--- config.mk ---
export PLATFORM = sky130hd
export DESIGN_NAME = alu_seq_flat
export DESIGN_NICKNAME = d
export VERILOG_FILES = /design/src/rtl/alu_pkg.sv /design/src/rtl/alu_seq_if.sv /design/src/rtl/alu_mul_iter.sv /design/src/rtl/alu_seq.sv /design/src/flat_wrapper.sv
export SDC_FILE = /design/constraint.sdc
export NUM_CORES = 1
export LEC_CHECK = 0
export ABC_CLOCK_PERIOD_IN_PS = 8960
export CAP_MARGIN = 20
export CORE_AREA = 2 2 159 161
export DETAILED_ROUTE_END_ITERATION = 8
export DIE_AREA = 0 0 161 163
export PLACE_DENSITY = 0.66
export SLEW_MARGIN = 20
export SYNTH_ARGS = -nofsm -noshare
export SYNTH_HDL_FRONTEND = slang
export SYNTH_SLANG_ARGS = --single-unit
--- constraint.sdc ---
create_clock -name clk -period 8.96 [get_ports clk]
set_input_delay 0.896 -clock clk [delete_from_list [all_inputs] [get_ports clk]]
set_output_delay 0.896 -clock clk [all_outputs]
set_load 0.005 [all_outputs]
--- src/rtl/alu_pkg.sv ---
// Shared definitions for the sequential ALU: op codes, FSM state encoding and
// the PSR flag bundle ordered {C,L,F,Z,N} to match the PSR write logic.
package alu_pkg;

    localparam int OP_W = 4;

    localparam logic [OP_W-1:0] OP_ADD  = 4'd0;
    localparam logic [OP_W-1:0] OP_SUB  = 4'd1;
    localparam logic [OP_W-1:0] OP_AND  = 4'd2;
    localparam logic [OP_W-1:0] OP_OR   = 4'd3;
    localparam logic [OP_W-1:0] OP_XOR  = 4'd4;
    localparam logic [OP_W-1:0] OP_NOT  = 4'd5;
    localparam logic [OP_W-1:0] OP_LSH  = 4'd6;
    localparam logic [OP_W-1:0] OP_ASHR = 4'd7;
    localparam logic [OP_W-1:0] OP_MUL  = 4'd8;
    localparam logic [OP_W-1:0] OP_CMP  = 4'd9;

    typedef enum logic [1:0] {
        ST_IDLE    = 2'd0,
        ST_MUL_RUN = 2'd1,
        ST_DONE    = 2'd2
    } alu_state_e;

    typedef struct packed {
        logic c;
        logic l;
        logic f;
        logic z;
        logic n;
    } alu_flags_t;

endpackage

--- src/rtl/alu_seq_if.sv ---
// Request/response bundle between the control FSM (master) and the ALU (slave).
interface alu_seq_if #(
    parameter int DATA_WIDTH = 16
);
    import alu_pkg::*;

    logic                  start;
    logic [OP_W-1:0]       op;
    logic [DATA_WIDTH-1:0] a;
    logic [DATA_WIDTH-1:0] b;
    logic [DATA_WIDTH-1:0] result;
    logic                  C;
    logic                  L;
    logic                  F;
    logic                  Z;
    logic                  N;
    logic                  busy;
    logic                  done;

    modport master (
        output start, op, a, b,
        input  result, C, L, F, Z, N, busy, done
    );

    modport slave (
        input  start, op, a, b,
        output result, C, L, F, Z, N, busy, done
    );

endinterface

--- src/rtl/alu_mul_iter.sv ---
// Iterative shift-add multiplier: one partial product per cycle, full
// 2*DATA_WIDTH product so the top can flag overflow of the low half.
module alu_mul_iter
    import alu_pkg::*;
#(
    parameter int DATA_WIDTH = 16,
    parameter int SHAMT_W    = 4
) (
    input  logic                    clk,
    input  logic                    rst_n,
    input  logic                    load,
    input  logic                    run,
    input  logic [DATA_WIDTH-1:0]   a,
    input  logic [DATA_WIDTH-1:0]   b,
    output logic                    finish,
    output logic [2*DATA_WIDTH-1:0] product
);

    localparam int PW    = 2 * DATA_WIDTH;
    localparam int CNT_W = SHAMT_W + 1;
    localparam logic [CNT_W-1:0] CNT_INIT = CNT_W'(DATA_WIDTH);

    logic [PW-1:0]         mcand_q, mcand_d;
    logic [PW-1:0]         acc_q, acc_d;
    logic [PW-1:0]         acc_step;
    logic [DATA_WIDTH-1:0] mplier_q, mplier_d;
    logic [CNT_W-1:0]      cnt_q, cnt_d;

    always_comb begin
        acc_step = mplier_q[0] ? (acc_q + mcand_q) : acc_q;
        mcand_d  = mcand_q;
        mplier_d = mplier_q;
        acc_d    = acc_q;
        cnt_d    = cnt_q;
        if (load) begin
            mcand_d  = {{DATA_WIDTH{1'b0}}, a};
            mplier_d = b;
            acc_d    = '0;
            cnt_d    = CNT_INIT;
        end else if (run && (cnt_q != '0)) begin
            mcand_d  = mcand_q << 1;
            mplier_d = mplier_q >> 1;
            acc_d    = acc_step;
            cnt_d    = cnt_q - 1'b1;
        end
    end

    always_ff @(posedge clk or negedge rst_n) begin
        if (!rst_n) begin
            mcand_q  <= '0;
            mplier_q <= '0;
            acc_q    <= '0;
            cnt_q    <= '0;
        end else begin
            mcand_q  <= mcand_d;
            mplier_q <= mplier_d;
            acc_q    <= acc_d;
            cnt_q    <= cnt_d;
        end
    end

    // The step that takes the counter to zero is the last one; expose its sum
    // directly so the top can register the product on that same edge.
    assign finish  = run && (cnt_q == CNT_W'(1));
    assign product = acc_step;

endmodule

--- src/rtl/alu_seq.sv ---
// Registered ALU with PSR-style flags: single-cycle ops finish in one cycle,
// MUL runs through the iterative multiplier with a busy/done handshake.
module alu_seq
    import alu_pkg::*;
#(
    parameter int DATA_WIDTH = 16,
    parameter int SHAMT_W    = 4
) (
    input logic      clk,
    input logic      rst_n,
    alu_seq_if.slave bus
);

    localparam int MSB = DATA_WIDTH - 1;
    localparam int PW  = 2 * DATA_WIDTH;

    alu_state_e            state_q, state_d;
    logic [DATA_WIDTH-1:0] result_q, result_d;
    alu_flags_t            flags_q, flags_d;
    logic                  lt_q, lt_d;

    logic                  mul_load;
    logic                  mul_run;
    logic                  mul_finish;
    logic [PW-1:0]         mul_product;

    logic [DATA_WIDTH:0]          sum_w;
    logic [DATA_WIDTH:0]          diff_w;
    logic signed [DATA_WIDTH-1:0] a_s;
    logic [SHAMT_W-1:0]           shamt;
    logic                         add_ovf;
    logic                         sub_ovf;
    logic                         lt_now;
    logic [DATA_WIDTH-1:0]        sc_res;
    alu_flags_t                   sc_flags;

    alu_mul_iter #(
        .DATA_WIDTH(DATA_WIDTH),
        .SHAMT_W   (SHAMT_W)
    ) u_mul (
        .clk    (clk),
        .rst_n  (rst_n),
        .load   (mul_load),
        .run    (mul_run),
        .a      (bus.a),
        .b      (bus.b),
        .finish (mul_finish),
        .product(mul_product)
    );

    always_comb begin
        sum_w   = {1'b0, bus.a} + {1'b0, bus.b};
        diff_w  = {1'b0, bus.a} - {1'b0, bus.b};
        a_s     = bus.a;
        shamt   = bus.b[SHAMT_W-1:0];
        add_ovf = (bus.a[MSB] == bus.b[MSB]) && (sum_w[MSB] != bus.a[MSB]);
        sub_ovf = (bus.a[MSB] != bus.b[MSB]) && (diff_w[MSB] != bus.a[MSB]);
        lt_now  = $signed(bus.a) < $signed(bus.b);

        sc_res     = '0;
        sc_flags   = '0;
        sc_flags.l = lt_now;
        // N is the true sign of the unbounded result, so it flips on overflow.
        case (bus.op)
            OP_ADD: begin
                sc_res     = sum_w[MSB:0];
                sc_flags.c = sum_w[DATA_WIDTH];
                sc_flags.f = add_ovf;
                sc_flags.n = sum_w[MSB] ^ add_ovf;
            end
            OP_SUB, OP_CMP: begin
                sc_res     = diff_w[MSB:0];
                sc_flags.c = diff_w[DATA_WIDTH];
                sc_flags.f = sub_ovf;
                sc_flags.n = diff_w[MSB] ^ sub_ovf;
            end
            OP_AND:  sc_res = bus.a & bus.b;
            OP_OR:   sc_res = bus.a | bus.b;
            OP_XOR:  sc_res = bus.a ^ bus.b;
            OP_NOT:  sc_res = ~bus.a;
            OP_LSH:  sc_res = bus.b[MSB] ? (bus.a >> shamt) : (bus.a << shamt);
            OP_ASHR: sc_res = a_s >>> shamt;
            default: sc_res = '0;
        endcase
        sc_flags.z = (sc_res == '0);
    end

    always_comb begin
        state_d  = state_q;
        result_d = result_q;
        flags_d  = flags_q;
        lt_d     = lt_q;
        mul_load = 1'b0;
        mul_run  = 1'b0;
        case (state_q)
            ST_IDLE, ST_DONE: begin
                state_d = ST_IDLE;
                if (bus.start) begin
                    if (bus.op == OP_MUL) begin
                        mul_load = 1'b1;
                        lt_d     = lt_now;
                        state_d  = ST_MUL_RUN;
                    end else begin
                        if (bus.op != OP_CMP) begin
                            result_d = sc_res;
                        end
                        flags_d = sc_flags;
                        state_d = ST_DONE;
                    end
                end
            end
            ST_MUL_RUN: begin
                mul_run = 1'b1;
                if (mul_finish) begin
                    result_d  = mul_product[MSB:0];
                    flags_d   = '0;
                    flags_d.c = |mul_product[PW-1:DATA_WIDTH];
                    flags_d.l = lt_q;
                    flags_d.z = (mul_product[MSB:0] == '0);
                    state_d   = ST_DONE;
                end
            end
            default: state_d = ST_IDLE;
        endcase
    end

    always_ff @(posedge clk or negedge rst_n) begin
        if (!rst_n) begin
            state_q  <= ST_IDLE;
            result_q <= '0;
            flags_q  <= '0;
            lt_q     <= 1'b0;
        end else begin
            state_q  <= state_d;
            result_q <= result_d;
            flags_q  <= flags_d;
            lt_q     <= lt_d;
        end
    end

    assign bus.result = result_q;
    assign bus.C      = flags_q.c;
    assign bus.L      = flags_q.l;
    assign bus.F      = flags_q.f;
    assign bus.Z      = flags_q.z;
    assign bus.N      = flags_q.n;
    assign bus.busy   = (state_q == ST_MUL_RUN);
    assign bus.done   = (state_q == ST_DONE);

endmodule

--- src/flat_wrapper.sv ---
// flat-port wrapper written by rule: the top's interface ports become plain ports
module alu_seq_flat import alu_pkg::*;
#(
    parameter int DATA_WIDTH = 16,
    parameter int SHAMT_W    = 4
)
  (clk, rst_n, bus_start, bus_op, bus_a, bus_b, bus_result, bus_C, bus_L, bus_F, bus_Z, bus_N, bus_busy, bus_done);
  alu_seq_if #(.DATA_WIDTH(DATA_WIDTH)) bus_i ();
  input logic clk;
  input logic rst_n;
  input wire logic [$bits(bus_i.start)-1:0] bus_start;
  input wire logic [$bits(bus_i.op)-1:0] bus_op;
  input wire logic [$bits(bus_i.a)-1:0] bus_a;
  input wire logic [$bits(bus_i.b)-1:0] bus_b;
  output wire logic [$bits(bus_i.result)-1:0] bus_result;
  output wire logic [$bits(bus_i.C)-1:0] bus_C;
  output wire logic [$bits(bus_i.L)-1:0] bus_L;
  output wire logic [$bits(bus_i.F)-1:0] bus_F;
  output wire logic [$bits(bus_i.Z)-1:0] bus_Z;
  output wire logic [$bits(bus_i.N)-1:0] bus_N;
  output wire logic [$bits(bus_i.busy)-1:0] bus_busy;
  output wire logic [$bits(bus_i.done)-1:0] bus_done;
  assign bus_i.start = bus_start;
  assign bus_i.op = bus_op;
  assign bus_i.a = bus_a;
  assign bus_i.b = bus_b;
  assign bus_result = bus_i.result;
  assign bus_C = bus_i.C;
  assign bus_L = bus_i.L;
  assign bus_F = bus_i.F;
  assign bus_Z = bus_i.Z;
  assign bus_N = bus_i.N;
  assign bus_busy = bus_i.busy;
  assign bus_done = bus_i.done;
  alu_seq #(.DATA_WIDTH(DATA_WIDTH), .SHAMT_W(SHAMT_W)) u_core (.clk(clk), .rst_n(rst_n), .bus(bus_i));
endmodule
==> results of run 1 <==
flip-flops by register name, indices dropped and copies added (netlist names):
name / flops
u_core.u_mul.acc_q: 32
u_core.u_mul.mcand_q: 32
u_core.bus.result: 16
u_core.u_mul.mplier_q: 16
u_core.u_mul.cnt_q: 5
u_core.state_q: 2
u_core.bus.C: 1
u_core.bus.F: 1
u_core.bus.L: 1
u_core.bus.N: 1
u_core.bus.Z: 1
u_core.lt_q: 1
how the worst max path moves through the flow:
stage               startpoint               endpoint  slack (ps)  cells past startpoint
finish                bus_b[3]  u_core.bus.result[15]        3420                     21
global route          bus_b[3]  u_core.bus.result[15]        3020                     22
CTS                   bus_b[3]  u_core.bus.result[15]        3570                     21
detailed placement    bus_b[3]  u_core.bus.result[15]        3180                     21
global placement      bus_b[3]  u_core.bus.result[15]        3140                     21
floorplan             bus_b[1]  u_core.bus.result[15]        4280                     22
logic make-up after synthesis:
logic type	after synthesis	synth area share, %
buffers and inverters	162	5.72
multiplexers	65	8.16
flip-flops	109	25.0
XOR/XNOR	33	2.65
adder cells (fa/ha/maj)	89	10.5
AND/OR/NAND/NOR	504	20.7
AO/OA/AOI/OAI	449	27.3
layout make-up:
cell class	count	share of cell area [%]
Timing Repair Buffer	86	6.55
Inverter	61	1.89
Clock inverter	7	0.847
Multi-Input combinational cell	1140	62.9
Clock buffer	9	1.86
Sequential cell	109	22.5
Tap cell	330	3.41
cells in the final DEF (no fill, tap or decap), types with 17 or more instances in the layout:
cell and count:
inv_1 59, xnor2_1 24, a211oi_1 21, a21oi_1 101, ha_1 85, buf_4 25, o21ai_0 104, o22ai_1 17
nand3_1 60, nand2_1 213, dfrtp_1 108, a22oi_1 34, nor3_1 22, mux4_2 18, a21o_1 17, nor2_1 114
mux2i_1 35, clkdlybuf4s50_1 58
critical path: cells and delay by family:
family | cells | cell delay (ps)
AO/OA/AOI/OAI | 10 | 1520
AND/OR/NAND/NOR | 6 | 1190
buffers and inverters | 3 | 1260
adder cells (fa/ha/maj) | 2 | 970
power groups by stage:
stage / clock [mW] / sequential, mW / combinational (mW)
2_1_floorplan: 0 / 0.776 / 1.07
3_3_place_gp: 0 / 0.817 / 1.42
3_5_place_dp: 0 / 0.821 / 1.43
4_1_cts: 0.459 / 0.813 / 1.44
5_1_grt: 0.475 / 0.836 / 1.63
6_report: 0.452 / 0.814 / 1.46
layer usage:
metal | up-vias | GRT usage, % | part of all wire (%)
li1 | 5165 | - | -
met1 | 5345 | 40.9 | 44
met2 | 503 | 46.0 | 45
met3 | 77 | 4.13 | 7.6
met4 | 0 | 11.2 | 3.5
met5 | - | 0 | 0
==> reports/results.tsv, run 1 <==
metric	value	unit
final hold viol count	0	
clock power share	16.6	%
WL final	38400	um
vias in the first global route	10363	
IO Count	62	
Worst R2R Start	u_core.u_mul.mcand_q[0]	
share of cells above drive strength 1	6.94	%
Setup Buffers After CTS	0	
Final Cell Area	0.0121	sq mm
Ys Warns	0	
sequential standard cell area	0.00273	sq mm
Worst Reg-to-Reg Cells	12	
hold path start	u_core.u_mul.mplier_q[1]	
Synth area leaders	dfrtp_1 25%, ha_1 9.7%, nand2_1 7.4%	
most numerous cell on the critical path	nor2_1	
CTS tree	done	
PnR worst setup slack	3420	ps
Iter 0 DRT Violations	1176	
critical path required time	9270	ps
cell-internal power	1.47	mW
Post-CTS Resized	0	
Max Cap Viol	0	
CP Data Arrival Time	5850	ps
HPWL Detailed	28200	um
Setup Viol. Count Final	0	
Num CTS Buffers	9	
worst skew pair latency	370	ps
Post-Synthesis Cells	1411	
Synth Area per Inst	7.74	sq um
CTS Buffer Depth	2	
Netlist Area Pre-Place	0.0109	sq mm
die span in x	161	um
post-synthesis cell type count	84	
hold-fix buffers at CTS	0	
Routed Antenna Nets	0	
clk sinks	109	
Final Util	49.1	%
crit share post-route	61.8	%
Post-Place Cells	1725	
global route total overflow	0	
Post-synth EDFFs	0	
initial antenna violation count	0	
root buffer cell	clkbuf_16	
nets@finish	1535	
via count	11090	
post-DR vias/cell	6.37	
Worst-path clk slew	80	ps
Setup TNS Final	0	ps
placed cell area	0.0118	sq mm
Setup Skew	11.1	ps
drt pass-1 iters	6	
IO buf count	61	
first-pass GRT wire length	60200	um
fill count	2483	
Worst setup SP type	input port	
Power Total	2.73	mW
CP Class	input port to flip-flop	
core area	0.0247	sq mm
Post-Layout Cell Count	1742	
Combinational Power Share	53.6	%
Max-Slew Margin vs Limit	36.8	%
worst-path cell chain	clkdlybuf4s50_1 -> buf_4 -> clkinv_1 -> ha_1 -> or4_1 -> o211ai_1 -> a31oi_1 -> nor2_1 -> o21ai_0 -> a21oi_1 -> nor2_1 -> nor2_1 -> nor2_1 -> fa_1 -> nor3b_1 -> a31oi_1 -> o22ai_1 -> a21oi_1 -> o311a_1 -> a211oi_1 -> a21o_1	
Multi-input gate area	0.00762	sq mm
total track usage	29.2	%
CP Capture Type	flip-flop	
final antenna diode count	0	
Hold WS	480	ps
worst-path maximum fanout	44	
status	completed	
Hold Path End	u_core.u_mul.mplier_q[1]	
largest net degree at the start of global routing	69	
min cycle time layout	5540	ps
Initial Util	44.2	%
asr flop ratio synth	100	%
slew at the pin closest to its max-slew limit	948	ps
placer congestion estimate	0.940	
Max stage delay on crit path	590	ps
Main synth FF type	dfrtp_1	
area delta synth->final	11.0	%
H-tree depth	3	
Leak Pwr	5.35	nW
min-delay worst type	flip-flop to flip-flop	
routed len/inst	22.0	um
Die Y	163	um
Rows	58	
crit path max-delay cell type	or4_1	
Worst R2R End	u_core.bus.C	
post-synthesis sequential area ratio	25.0	%
fmax	0.181	GHz
Net Sw Frac	45.9	%
Yosys reg bits	109	
VDD IR max	0.126	mV
syn nets	1539	
post-synth top area share	25.0	%
Reg2Reg Setup Slack	4970	ps
Die ar.	0.0262	sq mm
switching power	1.25	mW
Final Slew Violations	0	
worst hold stages	2	
DRC errors left	0	
sequential share of power	29.9	%
Pwr Density	225	mW/mm^2
Synth top cells by count	215 x nand2_1, 116 x nor2_1, 109 x dfrtp_1	
largest area contributor in the netlist	dfrtp_1	
RSZ-0062 raised after global routing	false	
count leader, synth	nand2_1	
pre-CTS WS	3180	ps
Note: power is estimated with default switching activity, not from simulation.
==> run 2, diff against run 1 <==
ABC_CLOCK_PERIOD_IN_PS = 4500   (was 8960)
PLACE_DENSITY = 0.69   (was 0.66)
clock period = 4.5 ns   (was 8.96 ns; I/O delays follow)
==> run 2 against run 1 <==
Non-clock buffer count grew 46. Routed wire length grew 0.53%. Register-to-register slack lost 4400 ps. Critical endpoint unchanged. Largest cell class unchanged. Highest routed layer unchanged.
==> reports/results.tsv, run 2 (synthesized netlist as in run 1, its figures left out) <==
metric	value	unit
WP buf/inv	2	
Setup TNS Final	0	ps
clk sinks	109	
Setup Buffers After CTS	0	
crit path max-delay cell type	fa_1	
Iter 0 DRT Violations	1236	
via count	11230	
Power Total	5.42	mW
placer congestion estimate	1.02	
HPWL Detailed	29100	um
pre-CTS WS	4.73	ps
fill count	2439	
Leak Pwr	5.54	nW
root buffer cell	clkbuf_16	
die span in x	161	um
CTS Buffer Depth	2	
PnR worst setup slack	269	ps
initial antenna violation count	0	
min-delay worst type	input port to asynchronous set/reset pin	
routed len/inst	21.6	um
most numerous cell on the critical path	nor2_1	
drt pass-1 iters	6	
Final Cell Area	0.0124	sq mm
nets@finish	1581	
fmax	0.236	GHz
IO buf count	61	
final antenna diode count	0	
slew at the pin closest to its max-slew limit	1150	ps
total track usage	29.5	%
share of cells above drive strength 1	9.88	%
Rows	58	
critical path required time	4770	ps
DRC errors left	0	
Routed Antenna Nets	0	
min cycle time layout	4230	ps
Die ar.	0.0262	sq mm
Crit path max-delay family	compound AO/OA/AOI/OAI gates	
Post-CTS Resized	0	
Worst-path clk slew	80	ps
CP Class	input port to flip-flop	
placed cell area	0.0121	sq mm
CP Data Arrival Time	4500	ps
status	completed	
Setup Skew	16.5	ps
commonest non-fill, non-tap cells in the layout	213 x nand2_1, 114 x nor2_1, 108 x dfrtp_1	
vias in the first global route	10788	
Pwr Density	437	mW/mm^2
most common cell after layout, fill and taps aside	nand2_1	
VDD IR max	0.294	mV
CP Capture Type	flip-flop	
first-pass GRT wire length	61000	um
Max-Slew Margin vs Limit	23.3	%
Num CTS Buffers	9	
Die Y	163	um
core area	0.0247	sq mm
hold-fix buffers at CTS	0	
worst skew pair latency	380	ps
RSZ-0062 raised after global routing	false	
final hold viol count	0	
global route total overflow	0	
area delta synth->final	13.7	%
WL final	38600	um
largest net degree at the start of global routing	77	
Max stage delay on crit path	510	ps
H-tree depth	3	
Final Slew Violations	0	
worst-path maximum fanout	2	
Setup Viol. Count Final	0	
worst-path cell chain	clkdlybuf4s50_1 -> inv_1 -> ha_1 -> o21ba_2 -> or4_1 -> o211ai_1 -> a31oi_1 -> nor2_1 -> o21ai_0 -> a21oi_1 -> nor2_1 -> nor2_1 -> nor2_1 -> fa_1 -> nor3b_1 -> a31oi_1 -> o22ai_1 -> a21oi_1 -> o311a_1 -> a211oi_1 -> a21o_1	
Worst setup SP type	input port	
top flop regs	u_core.u_mul.acc_q (32), u_core.u_mul.mcand_q (32)	
crit share post-route	94.0	%
post-DR vias/cell	6.28	
Initial Util	44.2	%
Max Cap Viol	0	
CTS tree	done	
IO Count	62	
-- run 2: cell count changes in the layout (fill, tap and decap cells not counted), sizes merged --
cell / previous run / this run
buf: 28 / 74
bufinv: 1 / 0
clkinv: 6 / 5
clkinvlp: 0 / 1
inv: 61 / 62
-- run 2: cell type report --
class / count / area (sq um) / share of cell area, %
clock buffers: 9 / 225 / 1.81
inverters: 61 / 229 / 1.84
multi-input cells: 1140 / 7610 / 61.3
repair buffers: 132 / 1130 / 9.14
clock inverters: 7 / 68.8 / 0.554
flip-flops and latches: 109 / 2730 / 22.0
well taps: 330 / 413 / 3.33
-- run 2: final timing paths --
| path | endpoint | cells past startpoint | slack, ps | start |
|---|---|---|---|---|
| worst max-delay path | u_core.bus.result[15] | 21 | 270 | bus_a[1] |
| worst min-delay path | u_core.bus.N | 1 | 130 | rst_n |
| worst max register to register | u_core.bus.C | 12 | 560 | u_core.u_mul.mcand_q[0] |
| worst min register to register | u_core.u_mul.mplier_q[3] | 2 | 480 | u_core.u_mul.mplier_q[3] |
| max in group asynchronous | u_core.u_mul.mcand_q[0] | 2 | 3420 | rst_n |
| min in group clk | u_core.u_mul.mplier_q[3] | 2 | 480 | u_core.u_mul.mplier_q[3] |
-- run 2: layer usage --
layer / vias to the layer above / global-route usage, % / part of all wire (%)
li1: 5281 / - / -
met1: 5377 / 39.9 / 44
met2: 470 / 47.4 / 46
met3: 102 / 3.13 / 5.6
met4: 0 / 14.2 / 4.7
met5: - / 0 / 0
-- run 2: report_power, final --
group | switching [mW] | internal (mW)
combinational | 1.73 | 1.19
clock | 0.439 | 0.392
sequential | 0.347 | 1.32
total | 2.51 | 2.91
-- run 2: per-stage QoR --
stage | hold slack (ps) | cells | util, %
2_1_floorplan | 154 | 1411 | -
3_3_place_gp | 459 | 1772 | 49.1
3_5_place_dp | 464 | 1772 | 49.1
4_1_cts | 306 | 1788 | 50.3
5_1_grt | 182 | 1788 | 50.3
6_report | 130 | 1788 | 50.3
==> run 3, diff against run 2 <==
ABC_AREA = 0   (was unset)
TNS_END_PERCENT = 20   (was unset)
==> results of run 3 <==
Same layout as run 2: the final DEF is identical, and so are final timing and power.
